### config.mk
export PLATFORM = sky130hd
export DESIGN_NAME = gpio_scan_ctrl
export DESIGN_NICKNAME = d
export VERILOG_FILES = /design/src/rtl/gpio_scan_pkg.sv /design/src/rtl/gpio_scan_ctrl.sv
export SDC_FILE = /design/constraint.sdc
export NUM_CORES = 1
export LEC_CHECK = 0
export CORE_ASPECT_RATIO = 1.25
export CORE_MARGIN = 3
export CORE_UTILIZATION = 45
export DETAILED_ROUTE_END_ITERATION = 7
export PLACE_DENSITY_LB_ADDON = 0.25
export SYNTH_ARGS = -nofsm -noshare
export SYNTH_HDL_FRONTEND = slang
export SYNTH_SLANG_ARGS = --single-unit
### constraint.sdc
create_clock -name i_clk -period 4.47 [get_ports i_clk]
set_clock_uncertainty 0.05 [all_clocks]
set_input_delay 0.894 -clock i_clk [delete_from_list [all_inputs] [get_ports i_clk]]
set_output_delay 0.894 -clock i_clk [all_outputs]
set_load 0.01 [all_outputs]
### src/rtl/gpio_scan_pkg.sv
// Shared constants for the GPIO scan responder: field widths, frame length,
// bit offsets of every field inside the 112-bit frame, and the FSM state type.
package gpio_scan_pkg;

  localparam int SEL_WIDTH   = 4;
  localparam int ADDR_WIDTH  = 16;
  localparam int DATA_WIDTH  = 32;
  localparam int WMASK_WIDTH = 4;

  localparam int PORT_LEN  = ADDR_WIDTH + DATA_WIDTH + 2 + WMASK_WIDTH;
  localparam int SCAN_LEN  = SEL_WIDTH + 2 * PORT_LEN;
  localparam int CNT_WIDTH = 7;

  localparam logic [CNT_WIDTH-1:0] CNT_MAX  = 7'd127;
  localparam logic [CNT_WIDTH-1:0] CNT_FULL = 7'(SCAN_LEN);

  // Frame layout MSB->LSB: sel, addr0, din0, csb0, web0, wmask0, addr1, din1, csb1, web1, wmask1
  localparam int SEL_MSB    = SCAN_LEN - 1;
  localparam int SEL_LSB    = SEL_MSB - SEL_WIDTH + 1;
  localparam int ADDR0_MSB  = SEL_LSB - 1;
  localparam int ADDR0_LSB  = ADDR0_MSB - ADDR_WIDTH + 1;
  localparam int DIN0_MSB   = ADDR0_LSB - 1;
  localparam int DIN0_LSB   = DIN0_MSB - DATA_WIDTH + 1;
  localparam int CSB0_BIT   = DIN0_LSB - 1;
  localparam int WEB0_BIT   = CSB0_BIT - 1;
  localparam int WMASK0_MSB = WEB0_BIT - 1;
  localparam int WMASK0_LSB = WMASK0_MSB - WMASK_WIDTH + 1;
  localparam int ADDR1_MSB  = WMASK0_LSB - 1;
  localparam int ADDR1_LSB  = ADDR1_MSB - ADDR_WIDTH + 1;
  localparam int DIN1_MSB   = ADDR1_LSB - 1;
  localparam int DIN1_LSB   = DIN1_MSB - DATA_WIDTH + 1;
  localparam int CSB1_BIT   = DIN1_LSB - 1;
  localparam int WEB1_BIT   = CSB1_BIT - 1;
  localparam int WMASK1_MSB = WEB1_BIT - 1;
  localparam int WMASK1_LSB = WMASK1_MSB - WMASK_WIDTH + 1;

  typedef enum logic {
    ST_IDLE    = 1'b0,
    ST_CAPTURE = 1'b1
  } scan_state_e;

endpackage

### src/rtl/gpio_scan_ctrl.sv
// GPIO scan responder: shifts in a command frame, fires one dual-port SRAM
// access per global_csb strobe, captures read data and reloads it for scan-out.
//
// state      | meaning
// -----------+-----------------------------------------------------------
// ST_IDLE    | shifting / waiting; access edge taken when armed and strobed
// ST_CAPTURE | one cycle after the access edge; dout registered at its end
module gpio_scan_ctrl
  import gpio_scan_pkg::*;
(
  input  logic                   i_clk,
  input  logic                   i_reset,
  input  logic                   i_scan_en,
  input  logic                   i_scan_in,
  input  logic                   i_sram_load,
  input  logic                   i_global_csb,
  output logic                   o_scan_out,
  output logic                   o_frame_err,
  output logic [SEL_WIDTH-1:0]   o_sram_sel,
  output logic                   o_csb0,
  output logic                   o_web0,
  output logic [WMASK_WIDTH-1:0] o_wmask0,
  output logic [ADDR_WIDTH-1:0]  o_addr0,
  output logic [DATA_WIDTH-1:0]  o_din0,
  output logic                   o_csb1,
  output logic                   o_web1,
  output logic [WMASK_WIDTH-1:0] o_wmask1,
  output logic [ADDR_WIDTH-1:0]  o_addr1,
  output logic [DATA_WIDTH-1:0]  o_din1,
  input  logic [DATA_WIDTH-1:0]  i_dout0,
  input  logic [DATA_WIDTH-1:0]  i_dout1
);

  scan_state_e           r_state;
  scan_state_e           w_state_nxt;
  logic [SCAN_LEN-1:0]   r_sreg;
  logic [CNT_WIDTH-1:0]  r_cnt;
  logic [DATA_WIDTH-1:0] r_dout0_q;
  logic [DATA_WIDTH-1:0] r_dout1_q;
  logic                  r_frame_err;
  logic                  w_armed;
  logic                  w_access;
  logic                  w_load_ok;
  logic                  w_err_set;

  // A full frame must be in and shifting stopped before a strobe is honoured.
  assign w_armed   = (r_state == ST_IDLE) && (r_cnt >= CNT_FULL) && !i_scan_en;
  assign w_load_ok = (r_state == ST_IDLE) && i_sram_load;

  always_comb begin
    w_state_nxt = r_state;
    w_access    = 1'b0;
    w_err_set   = 1'b0;
    case (r_state)
      ST_IDLE: begin
        if (!i_global_csb) begin
          if (w_armed) begin
            w_access    = 1'b1;
            w_state_nxt = ST_CAPTURE;
          end else begin
            w_err_set = 1'b1;
          end
        end
      end
      ST_CAPTURE: begin
        w_state_nxt = ST_IDLE;
        if (i_sram_load || !i_global_csb) w_err_set = 1'b1;
      end
      default: w_state_nxt = ST_IDLE;
    endcase
  end

  always_ff @(posedge i_clk) begin
    if (i_reset) r_state <= ST_IDLE;
    else         r_state <= w_state_nxt;
  end

  always_ff @(posedge i_clk) begin
    if (i_reset) begin
      r_sreg <= '0;
    end else if (w_load_ok) begin
      r_sreg[DIN0_MSB:DIN0_LSB] <= r_dout0_q;
      r_sreg[DIN1_MSB:DIN1_LSB] <= r_dout1_q;
    end else if (i_scan_en) begin
      r_sreg <= {r_sreg[SCAN_LEN-2:0], i_scan_in};
    end
  end

  always_ff @(posedge i_clk) begin
    if (i_reset) begin
      r_cnt <= '0;
    end else if (w_access || w_load_ok) begin
      r_cnt <= '0;
    end else if (i_scan_en && (r_cnt != CNT_MAX)) begin
      r_cnt <= r_cnt + 1'b1;
    end
  end

  always_ff @(posedge i_clk) begin
    if (i_reset) begin
      r_dout0_q <= '0;
      r_dout1_q <= '0;
    end else if (r_state == ST_CAPTURE) begin
      r_dout0_q <= i_dout0;
      r_dout1_q <= i_dout1;
    end
  end

  always_ff @(posedge i_clk) begin
    if (i_reset)        r_frame_err <= 1'b0;
    else if (w_err_set) r_frame_err <= 1'b1;
  end

  assign o_scan_out  = r_sreg[SCAN_LEN-1];
  assign o_frame_err = r_frame_err;

  // Chip selects only go active in the cycle that closes on the access edge.
  assign o_sram_sel = r_sreg[SEL_MSB:SEL_LSB];
  assign o_csb0     = r_sreg[CSB0_BIT] | i_global_csb | ~w_armed;
  assign o_web0     = r_sreg[WEB0_BIT];
  assign o_wmask0   = r_sreg[WMASK0_MSB:WMASK0_LSB];
  assign o_addr0    = r_sreg[ADDR0_MSB:ADDR0_LSB];
  assign o_din0     = r_sreg[DIN0_MSB:DIN0_LSB];
  assign o_csb1     = r_sreg[CSB1_BIT] | i_global_csb | ~w_armed;
  assign o_web1     = r_sreg[WEB1_BIT];
  assign o_wmask1   = r_sreg[WMASK1_MSB:WMASK1_LSB];
  assign o_addr1    = r_sreg[ADDR1_MSB:ADDR1_LSB];
  assign o_din1     = r_sreg[DIN1_MSB:DIN1_LSB];

endmodule

; Word-level counts from Yosys, hierarchy flattened
; Index checks and enable logic that the tools add are counted.
[word_totals]
ff_bits = 185
latch_bits = 0
mem_bits_rw = 0
romBits = 0
input_bits = 70
output_inout_bits = 114
n_memories = 0
[op_classes]
n_addsub = 1
n_mul = 0
div_mod_pow = 0
magnitude_cmp = 1
n_eq_ne = 1
shifts = 0
muxes = 11
bitwise = 7
reduce_logical = 11
[ops]
columns = op, count
row1 = $mux 92, 1
row2 = $mux 32, 2
row3 = $add 7x1->7 const B, 1
row4 = $ge 7x7->1 const B, 1
row5 = $ne 7x7->1 const B, 1
row6 = $mux 1, 6
row7 = $logic_and 1x1->1, 4
row8 = $or 1x1->1, 4
row9 = $pmux 1 s2, 2
row10 = $not 1->1, 3
row11 = $logic_not 1->1, 2
row12 = $logic_or 1x1->1, 2
row13 = $reduce_and 2->1, 1
row14 = $reduce_bool 2->1, 1
row15 = $reduce_or 2->1, 1

; Depth between registers and ports, before layout
[logic_depth]
ltp_word = 8
mapped_depth = 6
mapped_depth_nobuf = 5

; Least setup slack after synthesis
; No wires, ideal clock.
[synth_timing]
path_kind = input port to output port
from = input i_scan_en
to = output o_csb0
t_arrival_ps = 1582
required_time_ps = 3526
path_slack_ps = 1944
cell_stages = 2
cell_sequence = or3_4 > or2_2
[synth_between]
elab_chain_len = 4
[synth_rtl]
columns = item, line_no
row1 = from (decl), gpio_scan_ctrl.sv:13  ; input logic i_scan_en,
row2 = $logic_not 1->1, gpio_scan_ctrl.sv:47  ; assign w_armed = (r_state == ST_IDLE) && (r_cnt >= CNT_FULL) && !i_scan_en;
row3 = $logic_and 1x1->1, gpio_scan_ctrl.sv:47
row4 = $not 1->1, gpio_scan_ctrl.sv:119  ; assign o_csb0 = r_sreg[CSB0_BIT] | i_global_csb | ~w_armed;
row5 = $or 1x1->1, gpio_scan_ctrl.sv:119
row6 = to (decl), gpio_scan_ctrl.sv:20  ; output logic o_csb0,
; Every way passes these cells.

; Worst setup path in the final report
[layout_timing]
from = input i_global_csb
to = output o_csb1
[layout_between]
elab_chain_len = 2
[layout_rtl]
columns = item, line_no
row1 = from (decl), gpio_scan_ctrl.sv:16  ; input logic i_global_csb,
row2 = $or 1x1->1 (2 in a row), gpio_scan_ctrl.sv:124  ; assign o_csb1 = r_sreg[CSB1_BIT] | i_global_csb | ~w_armed;
row3 = to (decl), gpio_scan_ctrl.sv:25  ; output logic o_csb1,
; Every way passes these cells.

==> reports/results.ini <==
[floorplanning]
die_h_um=154
core-area_um2=17000
die_area_um2=19200
start_util=0.464
die_w_um=125
row_count=53
ios=184

[setup_path]
critPathSlowestCell=clkdlybuf4s50_1
cp.required_ps=3530
worst_ep_arrival_time_ps=2500
worst_setup_path_start_kind=input pin
crit_type=in2out
path_cells=clkdlybuf4s50_1, or3_4, or2_2, clkdlybuf4s50_1
endpoint_kind=output pin
cpPeakStageDelay_ps=480
crit_path_frequent_cell=clkdlybuf4s50_1
cp_max_fo=4

[synth]
avgSynthCellArea_um2=9.18
syn_nets=934
synth.yosys.seq_area_share=0.468
yosysUniqueCellTypes=26
synthTopCellsByCount=dfxtp_1, nor2_1, mux2i_1, buf_4, nand2_1
syn_area_um2=7920
synth_cells=862
synth_flop_cell=dfxtp_1
synth_area_leaders=dfxtp_1, mux2i_1, buf_4, nor2_1, a211oi_1
synth-edff-count=0
yosysMostFrequentCell=dfxtp_1
synth_async_sr_flop_share=0
synth_area_leader_cell=dfxtp_1
synth_seq_cells=185
ys_warn_count=0
netlist.area_leader.share=0.468

[final_layout]
drive_above_1_share=0.0554
diodes=0
finalNonFillerCells=1141
synthToLayoutAreaGrowth_pct=21.8
nNetsFinal=980
design_area_um2=9640
final_core_util=0.565

[clocking]
cts_tree=done
clockRootBuffer=clkbuf_16
cts_setup_buffers=0
cts_resized=0
hold_buffers=0
cts_num_sinks=185
clock_path_buffers=2
htreeDepth=4
clk_latency_ps=420
cts_made_buffers=17
clk_pin_slew_ps=70

[job]
drv_cap=0

[detailed_routing]
wl_um=16800
drc=0
viasPerCell=4.98
detail-route-antenna-nets=0
drt_iter0_markers=316
routedWlPerCell_um=14.7
vias=5686
drtPass1Iterations=5

[hold_path]
hp-class=reg2reg

[power]
ir_drop_uv=225
p_total_mw=3.54
power_density_nw_per_um2=367
p_leak_nw=3.44

[grt]
grt.overflow.total=0
grt_pass1_vias=5409
grt_pass1_wl_um=27600
grt_max_degree=98
antenna_found_initial=2
grt_usage=0.173

[timing]
tightest_slew_ps=819
finalCritPeriodShare=0.770
fmax_mhz=291
slew_violations=0
min_period_ps=3440
setup_ws_ps=1030
finalHoldViolCount=0
fin_tns_setup_ps=0
holdWs_ps=419
relSlewSlack=0.454
finalSetupViolations=0
rsz0062_at_grt=false

[place]
dp.final_hpwl_um=11200
dp_cells=1109
io_buffers=183
pre_cts_ws_ps=1040
gp_congestion=0.752
placed_area_um2=9030

[status]
outcome=finished clean

[logic make-up after synthesis]
group | count (synthesis) | share of synthesized area
and+or+nand+nor | 255 | 0.128
DFF | 185 | 0.468
buffers and inverters | 169 | 0.137
muxes | 130 | 0.164
AOI/OAI and AO/OA | 118 | 0.0960
xor gates and xnor gates | 3 | 0.00332
adders and majority gates | 2 | 0.00316
[placed cells by master (no fill, tap or decap)]
master,count
inv_6,3
ha_1,2
nor3_1,2
nand2b_4,1
a2bb2oi_1,1
clkbuf_1,1
a21oi_1,51
mux2i_1,130
nand4_1,2
and2_1,1
buf_6,1
nand3b_2,1
or2_2,2
nand3_1,4
nand2_1,101
or3_4,1
a211oi_1,64
clkinv_2,2
dfxtp_1,184
nand4b_1,1
inv_1,2
dfxtp_4,1
o21ai_0,1
clkbuf_16,17
buf_4,12
o21ba_2,1
bufinv_16,3
clkbuf_8,1
clkinvlp_4,3
clkinv_4,2
nor2_1,137
clkdlybuf4s50_1,181
xnor2_1,3
and3_1,2
[final timing paths]
kind	depth (start not counted)	slack, ps	end	from
hold reg to reg	2	420	r_sreg[100]$_SDFFE_PP0P_	r_sreg[99]$_SDFFE_PP0P_
hold / removal	2	420	r_sreg[100]$_SDFFE_PP0P_	r_sreg[99]$_SDFFE_PP0P_
setup / recovery	4	1030	o_csb1	i_global_csb
setup reg to reg	4	2290	r_sreg[23]$_SDFFE_PP0P_	r_state$_SDFF_PP0_
[sequential cells by signal, summed over array words and instances (netlist names)]
register / count
r_sreg: 112
r_dout0_q: 32
r_dout1_q: 32
r_cnt: 7
o_frame_err: 1
r_state: 1
[critical path, delay by kind of cell]
family                 cells  cell delay (ps)
buffers and inverters      2              910
AND/OR/NAND/NOR            2              700
[final cells by class]
type | instances | area (um^2)
Fill cell | 1553 | 7410
Tap cell | 220 | 275
Clock buffer | 19 | 443
Inverter | 2 | 7.51
Multi-Input combinational cell | 508 | 3120
Sequential cell | 185 | 3710
Timing Repair Buffer | 194 | 1910
Clock inverter | 13 | 166
[report_power, final]
group	switching (mW)	leakage [nW]	internal, mW
Combinational	0.139	1.65	0.152
Clock	0.643	0.290	0.900
Sequential	0.0258	1.50	1.68
[per-layer routing]
layer | vias to the layer above | part of all wire | GRT usage
li1 | 2893 | - | -
met1 | 2627 | 0.46 | 0.222
met2 | 138 | 0.46 | 0.275
met3 | 24 | 0.059 | 0.0587
met4 | 4 | 0.015 | 0.0580
met5 | - | 0.0014 | 0
Power figures use the tool's default switching activity.
==> RTL edit: new RTL, config.mk and constraints unchanged <==
`CNT_MAX`: 7'd127 -> 7'd95.
--- a/src/rtl/gpio_scan_pkg.sv
+++ b/src/rtl/gpio_scan_pkg.sv
@@ -11,7 +11,7 @@
   localparam int SCAN_LEN  = SEL_WIDTH + 2 * PORT_LEN;
   localparam int CNT_WIDTH = 7;
 
-  localparam logic [CNT_WIDTH-1:0] CNT_MAX  = 7'd127;
+  localparam logic [CNT_WIDTH-1:0] CNT_MAX  = 7'd95;
   localparam logic [CNT_WIDTH-1:0] CNT_FULL = 7'(SCAN_LEN);
 
   // Frame layout MSB->LSB: sel, addr0, din0, csb0, web0, wmask0, addr1, din1, csb1, web1, wmask1
Behaviour: same outputs for any inputs over 10 cycles, from zero or initial values and one cycle with i_reset high; that may be too few to reach the edited logic, so the function may still have changed.
==> RTL edit against the unedited design <==
Power fell by 2.6%; sequential cell count unchanged; first-iteration DRC count up 3.2%; cell area shrank 0.58%; setup slack got worse by 110 ps; routed wire length down 2.0%; synthesized area rose by 0.65%; critical endpoint unchanged; largest cell class unchanged.
==> RTL edit: results (changes against the unedited design) <==
[outcome]
outcome = completed  ; unchanged

[routing]
vias_per_cell = 5.00  ; was 4.98
met1_length_um = 7570  ; was 7800 µm
drtIter0Drc = 326  ; was 316
wl_met3_um = 919  ; was 985 µm
dr_wl_met2_um = 7810  ; was 7710 µm

[critical_path]
critPathSlowestCell = or4_4  ; was clkdlybuf4s50_1
cpPeakStageDelay_ps = 570  ; was 480 ps
crit_arrival_ps = 2600  ; was 2500 ps
r2r-end = r_sreg[32]$_SDFFE_PP0P_  ; was r_sreg[23]$_SDFFE_PP0P_
reg2reg_slack_ps = 2200  ; was 2290 ps

[synth]
synth-compound-area-share_pct = 9.63  ; was 9.60%
ys_seq_area_share_pct = 46.5  ; was 46.8%
synthAdderAreaFrac_pct = 0.314  ; was 0.316%
synthTopCellsByCount = dfxtp_1 (185), nor2_1 (137), mux2i_1 (130)  ; unchanged
synth_cell_types = 28  ; was 26
synth_xor_area_share_pct = 0.220  ; was 0.332%
syn_area_per_cell_um2 = 9.21  ; was 9.18 µm²
synthMuxAreaShare_pct = 16.3  ; was 16.4%
synth_area_leaders = dfxtp_1 (46%), mux2i_1 (16%), buf_4 (12%)  ; was dfxtp_1 (47%), mux2i_1 (16%), buf_4 (11%)

[hold_path]
min_to = r_sreg[39]$_SDFFE_PP0P_  ; was r_sreg[100]$_SDFFE_PP0P_
hold_start = r_sreg[38]$_SDFFE_PP0P_  ; was r_sreg[99]$_SDFFE_PP0P_

[finish]
nFlopsAndLatches = 185  ; unchanged
clkCellAreaFrac_pct = 5.98  ; was 6.32%
nNonClkInverters = 5  ; was 2
final-nonclk-buf-share_pct = 19.7  ; was 19.9%
finalNetCount = 977  ; was 980
clkbuf_count = 22  ; was 19

[power_and_ir_drop]
p_int_w = 0.00266  ; was 0.00273 W
leakagePower_nw = 3.39  ; was 3.44 nW
vdd_drop_max_mv = 0.216  ; was 0.225 mV

[grt]
grt_pass1_wl_um = 26500  ; was 27600 µm
grt_start_max_net_pins = 107  ; was 98
grt_usage_pct = 16.7  ; was 17.3%
grtUsageMet1_pct = 21.6  ; was 22.2%
grt_util_met3_pct = 5.39  ; was 5.87%
antenna_found_initial = 0  ; was 2

[timing]
worst_pin_slew_ps = 986  ; was 819 ps

## RTL edit: metrics by stage
step | cell area [µm²] | util [%] | worst slack [ps] | power, W | hold WS [ps]
floorplan | 7970 | - | 1840 | 0.00192 | 394
global placement | 9010 | 52.6 | 920 | 0.00203 | 404
detailed placement | 9010 | 52.6 | 907 | 0.00203 | 409
CTS | 9580 | 56.0 | 906 | 0.00350 | 418
global route | 9580 | 56.0 | 855 | 0.00358 | 442
finish | 9580 | 56.0 | 923 | 0.00345 | 415
## RTL edit: power by group through the flow
stage / registers, W / logic [W] / clock network, W
3_5_place_dp: 0.00174 / 0.000290 / 0
6_report: 0.00171 / 0.000288 / 0.00145
2_1_floorplan: 0.00173 / 0.000189 / 0
5_1_grt: 0.00171 / 0.000311 / 0.00156
4_1_cts: 0.00171 / 0.000291 / 0.00150
3_3_place_gp: 0.00174 / 0.000288 / 0
## RTL edit: worst max-delay path, delay by kind of cell
kind | cells | cell delay (ps)
AND/OR/NAND/NOR | 2 | 810
buffers and inverters | 2 | 900
